[config.mk]
export PLATFORM = sky130hd
export DESIGN_NAME = instruction_cache_controller
export DESIGN_NICKNAME = d
export VERILOG_FILES = /design/src/rtl/instruction_cache_controller.sv
export SDC_FILE = /design/constraint.sdc
export NUM_CORES = 2
export LEC_CHECK = 0
export ABC_AREA = 1
export BUFFER_PORTS_ARGS = -buffer_cell sky130_fd_sc_hd__buf_2
export CAP_MARGIN = 15
export CORE_UTILIZATION = 35
export CTS_CLUSTER_DIAMETER = 120
export DETAILED_ROUTE_END_ITERATION = 6
export PLACE_DENSITY = 0.56
export SYNTH_ARGS = -nofsm -noshare
export SYNTH_HDL_FRONTEND = slang
export SYNTH_SLANG_ARGS = --single-unit
[constraint.sdc]
create_clock -name clk -period 8.7 [get_ports clk]
set_clock_uncertainty 0.1 [all_clocks]
set_input_delay 0.435 -clock clk [delete_from_list [all_inputs] [get_ports clk]]
set_output_delay 0.435 -clock clk [all_outputs]
set_load 0.02 [all_outputs]
[src/rtl/instruction_cache_controller.sv]
// Direct-mapped instruction cache: combinational lookup, line refill over a req/ack
// handshake, and a multi-cycle whole-cache invalidate.
module instruction_cache_controller #(
    parameter int ADDR_WIDTH     = 32,
    parameter int DATA_WIDTH     = 32,
    parameter int NUM_LINES      = 16,
    parameter int WORDS_PER_LINE = 4
) (
    input  logic                  clk,
    input  logic                  rst_n,
    input  logic [ADDR_WIDTH-1:0] instruction_address,
    input  logic                  flush,
    output logic                  hit,
    output logic [DATA_WIDTH-1:0] instruction,
    output logic                  busy,
    output logic                  mem_req,
    output logic [ADDR_WIDTH-1:0] mem_addr,
    input  logic                  mem_ack,
    input  logic [DATA_WIDTH-1:0] mem_rdata
);
    localparam int WSEL_W = $clog2(WORDS_PER_LINE);
    localparam int OFF_W  = WSEL_W + 2;
    localparam int IDX_W  = $clog2(NUM_LINES);
    localparam int TAG_W  = ADDR_WIDTH - OFF_W - IDX_W;

    typedef enum logic [1:0] {IDLE, REFILL, FLUSH} state_t;

    state_t                state;
    logic [NUM_LINES-1:0]  valid;
    logic [TAG_W-1:0]      tag_mem  [NUM_LINES];
    logic [DATA_WIDTH-1:0] data_mem [NUM_LINES][WORDS_PER_LINE];
    logic [IDX_W-1:0]      fill_idx;
    logic [TAG_W-1:0]      fill_tag;
    logic [WSEL_W-1:0]     beat;
    logic                  flush_pending;
    logic [IDX_W-1:0]      flush_idx;

    logic [TAG_W-1:0]  addr_tag;
    logic [IDX_W-1:0]  addr_idx;
    logic [WSEL_W-1:0] addr_word;
    logic              last_beat;
    logic              unused_byte_bits;

    assign addr_tag         = instruction_address[ADDR_WIDTH-1 -: TAG_W];
    assign addr_idx         = instruction_address[OFF_W +: IDX_W];
    assign addr_word        = instruction_address[2 +: WSEL_W];
    assign unused_byte_bits = ^instruction_address[1:0];
    assign last_beat        = (beat == WSEL_W'(WORDS_PER_LINE - 1));

    // Lookup is only meaningful in IDLE; refill and flush both mask it.
    assign hit         = (state == IDLE) && valid[addr_idx] && (tag_mem[addr_idx] == addr_tag);
    assign instruction = hit ? data_mem[addr_idx][addr_word] : '0;
    assign busy        = (state != IDLE);

    always_ff @(posedge clk) begin
        if (!rst_n) begin
            state         <= IDLE;
            valid         <= '0;
            mem_req       <= 1'b0;
            mem_addr      <= '0;
            beat          <= '0;
            flush_pending <= 1'b0;
            flush_idx     <= '0;
            fill_idx      <= '0;
            fill_tag      <= '0;
        end else begin
            case (state)
                IDLE: begin
                    if (flush) begin
                        state     <= FLUSH;
                        flush_idx <= '0;
                    end else if (!hit) begin
                        state           <= REFILL;
                        fill_idx        <= addr_idx;
                        fill_tag        <= addr_tag;
                        beat            <= '0;
                        mem_req         <= 1'b1;
                        mem_addr        <= {instruction_address[ADDR_WIDTH-1:OFF_W], {OFF_W{1'b0}}};
                        valid[addr_idx] <= 1'b0;
                    end
                end
                REFILL: begin
                    if (flush) flush_pending <= 1'b1;
                    if (mem_ack) begin
                        beat <= beat + 1'b1;
                        if (last_beat) begin
                            valid[fill_idx] <= 1'b1;
                            mem_req         <= 1'b0;
                            // A flush seen on the final ack cycle still counts.
                            if (flush_pending || flush) begin
                                state     <= FLUSH;
                                flush_idx <= '0;
                            end else begin
                                state <= IDLE;
                            end
                        end else begin
                            mem_addr <= mem_addr + ADDR_WIDTH'(4);
                        end
                    end
                end
                FLUSH: begin
                    valid[flush_idx] <= 1'b0;
                    flush_idx        <= flush_idx + 1'b1;
                    if (flush_idx == IDX_W'(NUM_LINES - 1)) begin
                        state         <= IDLE;
                        flush_pending <= 1'b0;
                    end
                end
                default: state <= IDLE;
            endcase
        end
    end

    // Tag/data arrays carry no reset; validity alone decides whether they are used.
    always_ff @(posedge clk) begin
        if (rst_n && state == REFILL && mem_ack) begin
            data_mem[fill_idx][beat] <= mem_rdata;
            if (last_beat) tag_mem[fill_idx] <= fill_tag;
        end
    end
endmodule

==> metrics list <==
* Master of the slowest instance on the critical path: a21oi_1
- The detailed router finished its first iteration with 7427 violations.
- Measured along the x axis, the die boundary spans 531 um.
- The run finished with clean final reports.
- Power Density: 230 mW/mm^2
- Finished Cell Area: between 0.1 and 0.15 sq mm
- Worst voltage drop across the vdd grid: 193 uV
- After detailed routing, the number of remaining DRC violations is 0.
- For this design, the sink count on the clock tree is 2516.
- Fraction of post-synthesis cell area in the top cell type by area: 0.745
* TNS Setup: 0 ps
* Number of placement rows: 193
* Arrival time at the worst endpoint: 5200 ps
- Clock tree from TritonCTS: done
- Netlist area before placement: between 0.09 and 0.1 sq mm
- Routability-driven placement finished with a final weighted congestion of 0.839.
- Number of max-cap violations: 0
- The finished layout holds 11368 standard cells, fillers aside.
- DRT met1 WL: 128000 um
- Most frequent cell on the critical path: nand2_1
- Total number of nets in the final design: 7540
- The die is 531 um tall.
- Detailed routing placed a total of 26500 um of wire on met3.
- Clock tree synthesis selected as its root buffer the cell clkbuf_16.
- Cells along the critical path: dlygate4sd3_1, buf_2, inv_1, nor2_4, buf_4, nand2_1, nand2_1, nor2_1, nand2_1, nor3b_1, nand3_1, nor2_1, nand2_4, a21oi_1, buf_2
- Via count of the first global-routing pass: 60763
- The synthesized design spends more area on one cell type than any other, namely edfxtp_1.
* Clock transition at the register clock pins on the worst setup and hold paths after CTS: 60 ps
* PortBufs: 130
* Class of the worst hold path: in2reg
- Cell count after synthesis: approximately 7400
* Final max-slew violation count: 0
- Residual overflow from global routing: 0
* Top_reg_cell synth: edfxtp_1
- Together, buffers and inverters on the worst path number 5.
- Subtracting the final worst setup slack from the clock period gives 5740 ps.
* Worst Setup Slack, final: 2960 ps
- Initial Util: 0.353
* Commonest non-fill, non-tap cells in the layout: edfxtp_1, nand2_1, nor2_1, nor3_1, o22ai_1
- Final-report setup violation count: 0
* Period Utilization, post-route: 0.659
- Final HPWL DP: roughly 150000 um
* Worst endpoint required time: about 8200 ps
- Post-placement cell area: 0.103 sq mm
- Hold repair after CTS inserted 28 buffers.
- Clock Tree Buf Depth: 4
- Post-synthesis async set-or-reset flop share: 0
- Lkg Pwr: ~0.037 uW
- Final hold analysis gives a worst-case slack of 79.0 ps.
- RSZ-0062 raised after global routing: no
- Sequential fraction of the synthesis area: 0.762
- Max-slew headroom at the worst pin: 0.194
* Antenna violations before repair: 16
* Synth Warn #: 0
- The synthesized design contains 2516 register bits.
- By area the synthesized netlist is led by edfxtp_1, nand2_1, nor2_1.
* Cell variety after synth: 44
- STA classifies the critical path startpoint as a primary input.
- Pre-CTS worst setup slack: 3170 ps
- Maximum cell stage delay along the critical path: 730 ps
* Number of placed instances with taps included: 10881
- Timing would allow up to around 0.17 GHz.
- Slew @ Worst Pin: 1210 ps
- Maximum level of the CTS H-tree: 4
* Gate family responsible for the most delay along the worst path: simple AND/OR/NAND/NOR gates
- Number of gates resized after CTS: 0
- Mean number of vias per cell: approximately 5.6
* Count of final hold-check violations: 0
- Counting the buffers created by CTS gives 244.
* Synthesized area divided by synthesized cell count: 13.3 sq um
- Core area: 0.277 sq mm
* Worst-path fanout max: 48
- Drt first pass iters: 7
- The routed layout has 63433 vias.
- Postcts setup bufs: 0
- Summed over all nets, wire length on met2 after detailed routing comes to ~140000 um.
- Remaining number of nets flagged by the antenna check after routing: 0
- Of the cells placed in the final design, the portion with a size suffix greater than 1 is 0.0932.
- Worst Path Class, Setup: in2out
* Maximum number of pins on one net before global-route repair: 147
* Global-route wire length before repair: 431000 um
* Most common cell after layout, fill and taps aside: edfxtp_1
* Average wire length per cell after detail routing: roughly 27 um
- Type of element capturing the critical path: primary output
- For this run, the total global-route usage over all layers was measured as 0.210.
* Highest routing layer actually used: met5
- The later pin in the worst-skew pair is clocked with a latency of about 900 ps.
* Number of I/O pins: 135
- Compared with the post-synthesis result, the final layout area differs by 13.5%.
- Final routed wirelength across all metal layers: 303000 um
- EDFF count, synth: 2432
* Die area: 0.282 sq mm
[cell type report]
class,count,area [sq um]
multi-input cells,4237,21300
repair buffers,327,2510
clock inverters,128,1070
flip-flops and latches,2516,74700
well taps,3705,4640
fillers,25539,166000
diodes,4,10.0
inverters,137,551
clock buffers,314,6500
[power breakdown]
group          total, uW  switching (uW)  internal, uW
combinational       1810            1340           472
clock              10300            4510          5740
sequential         13500             134         13400
[worst paths after layout]
path | startpoint | endpoint | slack (ps) | cells after the start
worst min-delay path | rst_n | mem_addr[31]$_SDFFE_PN0P_ | 80 | 4
worst max-delay path | instruction_address[6] | instruction[16] | 2960 | 15
worst max register to register | tag_mem[12][13]$_DFFE_PP_ | mem_addr[30]$_SDFFE_PN0P_ | 4700 | 16
worst min register to register | mem_req$_SDFFE_PN0P_ | mem_req$_SDFFE_PN0P_ | 380 | 2
[worst reg2reg max path, stage by stage, from the launching register on]
cell and delay [ps]:
edfxtp_1 360, nand2_1 70, nand2_1 70, nand2_1 60
nand3_1 70, nand2_1 60, nand2_1 140, nor3_1 520
nor2_1 90, nand2_1 120, nor2_1 50, nand2_1 60
nor2_1 40, nand2_1 590, nand3_2 1030, nor2_1 380
nor2_1 80
[routing by layer]
layer / vias to the layer above / track usage
met3: 551 / 0.0339
li1: 27720 / -
met1: 32229 / 0.294
met5: - / 0
met4: 6 / 0.0616
met2: 2927 / 0.335
[Yosys cell counts (2+ instances only)]
cell type / number
a211oi_1: 3
a21oi_1: 107
a221oi_1: 44
a31oi_1: 4
buf_1: 55
buf_2: 153
buf_4: 9
buf_6: 6
clkbuf_1: 254
dfxtp_1: 84
edfxtp_1: 2432
ha_1: 9
inv_1: 131
inv_2: 4
nand2_1: 1211
nand3_1: 153
nand3b_1: 8
nand4_1: 18
nor2_1: 957
nor2_2: 4
nor3_1: 606
nor3b_1: 3
o2111ai_1: 59
o211ai_1: 8
o21ai_0: 221
o21ai_1: 17
o221ai_1: 138
o22ai_1: 429
o311ai_0: 2
o31ai_1: 203
o32ai_1: 6
xor2_1: 16
[stage by stage]
step,utilization,power (uW)
after floorplan,-,14800
after global placement,0.372,15500
after detailed placement,0.372,15500
after CTS,0.400,25700
after global routing,0.401,26300
final,0.401,25600
[cells by family (layout without fill, tap and decap cells)]
group,Yosys count,after routing,share of synthesized area
fa+ha+maj,9,9,0.00115
xor+xnor,17,17,0.00152
simple gates,2964,2964,0.124
compound gates,1245,1245,0.0843
buf+inv,614,906,0.0263
flops,2516,2516,0.762
other cells,1,6,0.0000383
[state kept, by name, summed over array words and instances, names as in the netlist]
signal	cells
beat	2
data_mem	2048
fill_idx	4
flush_pending	1
tag_mem	384
fill_tag	24
flush_idx	4
mem_addr	30
state	2
mem_req	1
valid	16
(Power assumes the default switching activity.)
